File: src/rtl/reg_context_sequencer.sv
// Context-switch sequencer: streams registers FIRST_REG..LAST_REG out to a save
// image in data memory, then optionally reloads them from a restore image.
module reg_context_sequencer #(
  parameter int FIRST_REG = 1,
  parameter int LAST_REG  = 63,
  parameter int ADDR_W    = 32
) (
  input  logic              Clock,
  input  logic              Reset,
  input  logic              Start,
  input  logic [1:0]        Op,
  input  logic [ADDR_W-1:0] Save_Base,
  input  logic [ADDR_W-1:0] Restore_Base,
  output logic              Busy,
  output logic              Done,
  output logic [5:0]        Rf_Read_Sel,
  input  logic [31:0]       Rf_Read_Data,
  output logic              Rf_Write_En,
  output logic [5:0]        Rf_Write_Sel,
  output logic [31:0]       Rf_Write_Data,
  output logic              Mem_Req,
  output logic              Mem_Write,
  output logic [ADDR_W-1:0] Mem_Addr,
  output logic [31:0]       Mem_Wdata,
  input  logic [31:0]       Mem_Rdata,
  input  logic              Mem_Ack
);

  typedef enum logic [2:0] {
    ST_IDLE       = 3'd0,
    ST_SAVE       = 3'd1,
    ST_RESTORE_RD = 3'd2,
    ST_RESTORE_WR = 3'd3,
    ST_DONE       = 3'd4
  } state_t;

  localparam logic [5:0] FIRST_IDX = 6'(FIRST_REG);
  localparam logic [5:0] LAST_IDX  = 6'(LAST_REG);

  state_t            state_r;
  state_t            state_next_s;
  logic [5:0]        index_r;
  logic              restore_r;
  logic [ADDR_W-1:0] save_base_r;
  logic [ADDR_W-1:0] restore_base_r;
  logic [31:0]       wdata_r;
  logic              last_s;
  logic [ADDR_W-1:0] offset_s;

  assign last_s   = (index_r == LAST_IDX);
  // index never drops below FIRST_IDX, so the 6-bit difference is exact
  assign offset_s = {{(ADDR_W-6){1'b0}}, index_r - FIRST_IDX};

  // State register
  always_ff @(posedge Clock) begin
    if (Reset) begin
      state_r <= ST_IDLE;
    end else begin
      state_r <= state_next_s;
    end
  end

  // Captured request, register index and restore data latch
  always_ff @(posedge Clock) begin
    if (Reset) begin
      index_r        <= FIRST_IDX;
      restore_r      <= 1'b0;
      save_base_r    <= {ADDR_W{1'b0}};
      restore_base_r <= {ADDR_W{1'b0}};
      wdata_r        <= 32'd0;
    end else begin
      case (state_r)
        ST_IDLE: begin
          if (Start && (Op != 2'b00)) begin
            restore_r      <= Op[1];
            save_base_r    <= Save_Base;
            restore_base_r <= Restore_Base;
            index_r        <= FIRST_IDX;
          end
        end
        ST_SAVE: begin
          if (Mem_Ack) begin
            index_r <= last_s ? FIRST_IDX : index_r + 6'd1;
          end
        end
        ST_RESTORE_RD: begin
          if (Mem_Ack) begin
            wdata_r <= Mem_Rdata;
          end
        end
        ST_RESTORE_WR: begin
          if (!last_s) begin
            index_r <= index_r + 6'd1;
          end
        end
        ST_DONE: index_r <= FIRST_IDX;
        default: index_r <= FIRST_IDX;
      endcase
    end
  end

  // Next-state decode
  always_comb begin
    state_next_s = state_r;
    case (state_r)
      ST_IDLE: begin
        if (Start && (Op != 2'b00)) begin
          state_next_s = Op[0] ? ST_SAVE : ST_RESTORE_RD;
        end else begin
          state_next_s = ST_IDLE;
        end
      end
      ST_SAVE: begin
        if (Mem_Ack && last_s) begin
          state_next_s = restore_r ? ST_RESTORE_RD : ST_DONE;
        end else begin
          state_next_s = ST_SAVE;
        end
      end
      ST_RESTORE_RD: begin
        if (Mem_Ack) begin
          state_next_s = ST_RESTORE_WR;
        end else begin
          state_next_s = ST_RESTORE_RD;
        end
      end
      ST_RESTORE_WR: state_next_s = last_s ? ST_DONE : ST_RESTORE_RD;
      ST_DONE:       state_next_s = ST_IDLE;
      default:       state_next_s = ST_IDLE;
    endcase
  end

  // Output decode; everything is zero in IDLE
  always_comb begin
    Busy          = 1'b1;
    Done          = 1'b0;
    Rf_Read_Sel   = 6'd0;
    Rf_Write_En   = 1'b0;
    Rf_Write_Sel  = 6'd0;
    Rf_Write_Data = 32'd0;
    Mem_Req       = 1'b0;
    Mem_Write     = 1'b0;
    Mem_Addr      = {ADDR_W{1'b0}};
    Mem_Wdata     = 32'd0;
    case (state_r)
      ST_IDLE: Busy = 1'b0;
      ST_SAVE: begin
        Mem_Req     = 1'b1;
        Mem_Write   = 1'b1;
        Mem_Addr    = save_base_r + offset_s;
        Rf_Read_Sel = index_r;
        Mem_Wdata   = Rf_Read_Data;
      end
      ST_RESTORE_RD: begin
        Mem_Req  = 1'b1;
        Mem_Addr = restore_base_r + offset_s;
      end
      ST_RESTORE_WR: begin
        // register 0 is hard-wired; its write slot is spent but suppressed
        Rf_Write_En   = (index_r != 6'd0);
        Rf_Write_Sel  = index_r;
        Rf_Write_Data = wdata_r;
      end
      ST_DONE: Done = 1'b1;
      default: Busy = 1'b0;
    endcase
  end

endmodule

File: config.mk
export PLATFORM = sky130hd
export DESIGN_NAME = reg_context_sequencer
export DESIGN_NICKNAME = d
export VERILOG_FILES = /design/src/rtl/reg_context_sequencer.sv
export SDC_FILE = /design/constraint.sdc
export NUM_CORES = 1
export LEC_CHECK = 0
export CORE_ASPECT_RATIO = 2
export CORE_MARGIN = 2
export CORE_UTILIZATION = 40
export CTS_CLUSTER_SIZE = 28
export DETAILED_ROUTE_END_ITERATION = 10
export PLACE_DENSITY = 0.78
export REMOVE_ABC_BUFFERS = 1
export SYNTH_ARGS = -nofsm -noshare
export SYNTH_HDL_FRONTEND = slang
export SYNTH_SLANG_ARGS = --single-unit
File: constraint.sdc
create_clock -name Clock -period 4.2 [get_ports Clock]
set_input_delay 0.84 -clock Clock [delete_from_list [all_inputs] [get_ports Clock]]
set_output_delay 0.84 -clock Clock [all_outputs]
set_load 0.01 [all_outputs]
======== Yosys cells after proc, flatten, opt, wreduce, memory -nomap -nowiden ========
Cells that the tools add are included.
word-level totals
  register bits ........................... 106
  input port bits ......................... 134
  output and inout bits ................... 113
operators by class
  add/sub/neg operators ................... 4
  equal/unequal tests ..................... 8
  mux-type cells .......................... 22
  bitwise logic cells ..................... 1
  reductions and logical operators ........ 10
operators with widths
  operator             count
  $add 32x6->32        2
  $mux 32              2
  $pmux 32 s2          1
  $mux 6               6
  $pmux 6 s4           1
  $pmux 3 s4           1
  $mux 3               3
  $add 6x1->6 const B  1
  $eq 3x2->1 const B   2
  $eq 6x6->1 const B   1
  $mux 1               6
  $ne 2x2->1 const B   3
  $reduce_bool 6->1    1
  $sub 6x1->6 const B  1
  $mux 2               2
  $reduce_and 2->1     2
  $reduce_and 4->1     1
  $reduce_or 4->1      1
  $eq 3x1->1 const B   1
  $eq 3x3->1 const B   1
  $logic_not 3->1      1
  $logic_and 1x1->1    2
  $reduce_bool 2->1    1
  $reduce_or 2->1      1
  $not 1->1            1

======== Longest topological paths before layout ========
  word-level depth ........................ 4
  gate-level depth with buffers ........... 18
  mapped depth without buffers ............ 12

======== Least setup slack after synthesis ========
No wires, ideal clock.
  kind .................................... reg2out
  start ................................... register state_r[0]
  end ..................................... output Mem_Addr[19]
  arrival time ............................ 3.584 ns
  data required time ...................... 3.360 ns
  path slack .............................. -0.224 ns
  cell stages (with the launch flop) ...... 17
  path buffers ............................ 6
  cells stage by stage .................... dfxtp_1 > buf_6 > or3b_4 > buf_6 > buf_6 > buf_2 > clkbuf_1 > nand2_1 > nand2_1 > ha_1 > a21oi_1 > nand2_1 > a221oi_1 > buf_2 > nor3_1 > xnor2_1 > o22ai_1
between the ends
  word-level cells in the longest chain between the ends .. 2
RTL lines
  element                                          line  text
  start: declaration                               40    state_t state_r;
  start signal: assignment                         59    state_r <= state_next_s;
  $eq 3x2->1 / $eq 3x1->1 (equally long branches)  145   case (state_r)
  $pmux 32 s2 (*)                                  145
  end: declaration                                 23    output logic [ADDR_W-1:0] Mem_Addr,
Every way passes the cells marked *; elsewhere a longest branch is shown, timed or not.

======== Worst setup path in the final report ========
  start ................................... register state_r[0]
  end ..................................... output Mem_Addr[9]
The elaborated chain is that of the path after synthesis.

==> key figures <==
Clock tree
  – TritonCTS clock tree: yes
  – CTS max path bufs: 2
  – Total CTS buffers: 9
  – CTS clk-pin slew, worst paths: 0.07 ns
  – Clock Latency Late Sink: 0.36 ns
  – # H-tree levels: 3
  – CTS Hold Bufs: 0
  – # clock sinks: 106
  – Root buf cell: clkbuf_16

Placement
  – Placer Congestion: 0.8576
  – DP HPWL: 15,310 µm
  – Dpl cell area: 8710 µm²
  – # port buffers: 246

STA
  – Final period util: 97.52%
  – Final hold viol count: 0
  – Slew Viols, Final: 0
  – Fin crit period: 4.096 ns
  – Measured slew at the worst slew-check pin: 1.129 ns
  – Setup Skew: 0.009233 ns
  – Final setup vio count: 0
  – Max Fclk: 244.2 MHz
  – Max-slew headroom: 24.75%

Yosys
  – Asr flop ratio synth: 0%
  – Synth Area per Inst: 7.188 µm²
  – Syn Std Cell Area: 6081 µm²
  – Gate Count Post-Synth: 846
  – Top FF cell, synth: dfxtp_1
  – Sequential area share after synthesis: 34.90%
  – Post-synth EDFFs: 0
  – Yosys warns: 0
  – Synth cell types: 55
  – Synthesized flop and latch total: 106

Critical path
  – Endpoint class of the critical path: output pin
  – Critical path peak fanout: 7
  – Startpoint Class: flip-flop
  – Setup CP Type: reg -> out
  – Arrival time of the worst setup path: 3.26 ns
  – Critical Path RT: 3.36 ns

Die
  – Starting Density: 41.03%
  – Core Box Area: 14,820 µm²
  – Die H: 178.4 µm
  – Horiz. Die Dim: 91.19 µm
  – Number of top-level pins: 247
  – Die area: 16,260 µm²
  – FP Rows: 63

Global routing
  – Global-route wire length before repair: 33,150 µm
  – GRT busiest layer: met2
  – Vias in the first global route: 6,498
  – Grt ovf: 0
  – Gr usage total: 25.27%
  – GRT met2 Usage: 45.65%
  – Largest net degree at the start of global routing: 107
  – Initial antenna violation count: 0
  – GR Layer Usage met1: 28.81%
  – Grt met3 use: 5.661%

Final layout
  – Final Net Count: 1,211
  – Post-route cell area: 9151 µm²
  – Commonest non-fill, non-tap cell in the layout: nand2_1
  – Area Growth Syn to Fin: 50.49%
  – Layout cells sized above 1: 7.743%
  – Filler cells: 1,384
  – Most frequent cells in the layout: 234 x nand2_1, 219 x clkdlybuf4s50_1, 110 x a21oi_1, 103 x dfxtp_1, 44 x nor2_1

Route
  – Drt total wl: 21,120 µm
  – First-pass DRT Iterations: 5
  – Detail Route Antenna Nets: 0
  – Vias per cell: 5.315
  – DRC viols: 0
  – Routed len/inst: 16.66 µm
  – DR vias: 6,739
  – Initial DRC count: 345

Power and ir drop
  – Final Power: 0.002541 W
  – P per Cell Area: 277.7 nW/µm²
  – Maximum vdd drop: 0.1930 mV
  – Lkg Pwr: 3.560 nW

Min path
  – Hold Path Class: reg -> reg

Flow run
  – Max-cap violations: 0

Status
  – Outcome: finished clean
==> Yosys cell counts, types with 2 or more instances <==
cell / count / share of area (%)
a211oi_1: 7 / 0.86
a21oi_1: 111 / 9.1
a221oi_1: 4 / 0.58
a31oi_1: 4 / 0.41
and2_1: 38 / 3.9
and3_1: 41 / 4.2
and4_1: 2 / 0.29
buf_1: 3 / 0.19
buf_2: 6 / 0.49
buf_6: 3 / 0.56
clkbuf_1: 53 / 3.3
dfxtp_1: 106 / 35
ha_1: 9 / 1.9
inv_1: 13 / 0.80
mux2i_1: 12 / 2.0
nand2_1: 235 / 15
nand3_1: 21 / 1.7
nand3b_1: 3 / 0.37
nand4_1: 7 / 0.72
nor2_1: 44 / 2.7
nor2b_1: 4 / 0.41
nor3_1: 19 / 1.6
nor4_1: 3 / 0.31
nor4_2: 2 / 0.41
o21a_1: 2 / 0.25
o21ai_0: 9 / 0.74
o22ai_1: 14 / 1.4
xnor2_1: 29 / 4.2
xor2_1: 16 / 2.3
==> through the flow <==
stage / util [%] / setup slack [ns] / hold slack, ns / cells / TNS [ns]
after global routing: 61.74 / -0.02645 / 0.4727 / 1267 / -0.03699
final: 61.75 / 0.1043 / 0.4511 / 1268 / 0
after global placement: 58.77 / 0.1705 / 0.4368 / 1244 / 0
after CTS: 60.87 / -0.09172 / 0.4517 / 1263 / -0.1578
after detailed placement: 58.77 / 0.1174 / 0.4418 / 1244 / 0
after floorplan: - / -1.941 / 0.4258 / 781 / -129.73
==> final cells by class <==
class                           instances  area, µm²  area share (%)
Sequential cell                       106       2126           23.23
Clock inverter                          6      46.29          0.5059
Inverter                               13      48.80          0.5332
Clock buffer                           10      239.0           2.611
Tap cell                              195      244.0           2.666
Timing Repair Buffer                  275       2705           29.56
Multi-Input combinational cell        662       3740           40.87
Antenna cell                            1      2.502         0.02734
==> sequential cells by signal, indices dropped and copies added, names as in the netlist <==
register,cells
save_base_r,32
index_r,6
restore_r,1
state_r,3
restore_base_r,32
wdata_r,32
==> critical path, cell delays in order (launching register included) <==
cell and delay [ns]:
dfxtp_1 0.35, or3b_4 0.45, nand2_1 0.08, nand2_1 0.05, ha_2 0.40, and3_1 0.25, a221oi_4 0.10, buf_4 0.15
buf_6 0.13, a211oi_1 0.36, xnor2_1 0.18, o22ai_1 0.09, dlygate4sd2_1 0.31
==> report_power, final <==
part	total [W]	switching, W	internal (W)
sequential	0.00112	0.0000551	0.00106
combinational	0.000601	0.000307	0.000294
clock	0.000822	0.000398	0.000424
==> metal layers <==
layer | up-vias | routed length [µm]
li1 | 3284 | -
met1 | 3171 | 8026
met2 | 247 | 11240
met3 | 37 | 1380
met4 | 0 | 476
met5 | - | 0
==> path summary, 6_finish.rpt <==
kind	startpoint	end	slack, ns	cells past startpoint
max	state_r[0]	Mem_Addr[9]	0.10	12
min	wdata_r[30]	wdata_r[30]	0.45	2
max reg2reg	index_r[0]	index_r[0]	1.89	8
min reg2reg	wdata_r[30]	wdata_r[30]	0.45	2
==> kinds of logic (layout without fill, tap and decap cells) <==
logic type	Yosys count	count (layout)	share of synthesized area, %
AO/OA/AOI/OAI	164	164	15.82
XOR/XNOR	45	45	6.481
adder cells (fa/ha/maj)	10	10	2.181
buffers and inverters	78	304	5.309
flip-flops	106	106	34.90
multiplexers	13	13	2.161
other	0	1	0
AND/OR/NAND/NOR	430	430	33.15
==> repair_timing <==
item | CTS | global route
gates cloned | 0 | 1
setup endpoints to repair | 26 | 19
resized for setup | 28 | 28
pin swaps | 2 | 5
setup buffers | 3 | 3
Note: power is estimated with default switching activity, not from simulation.
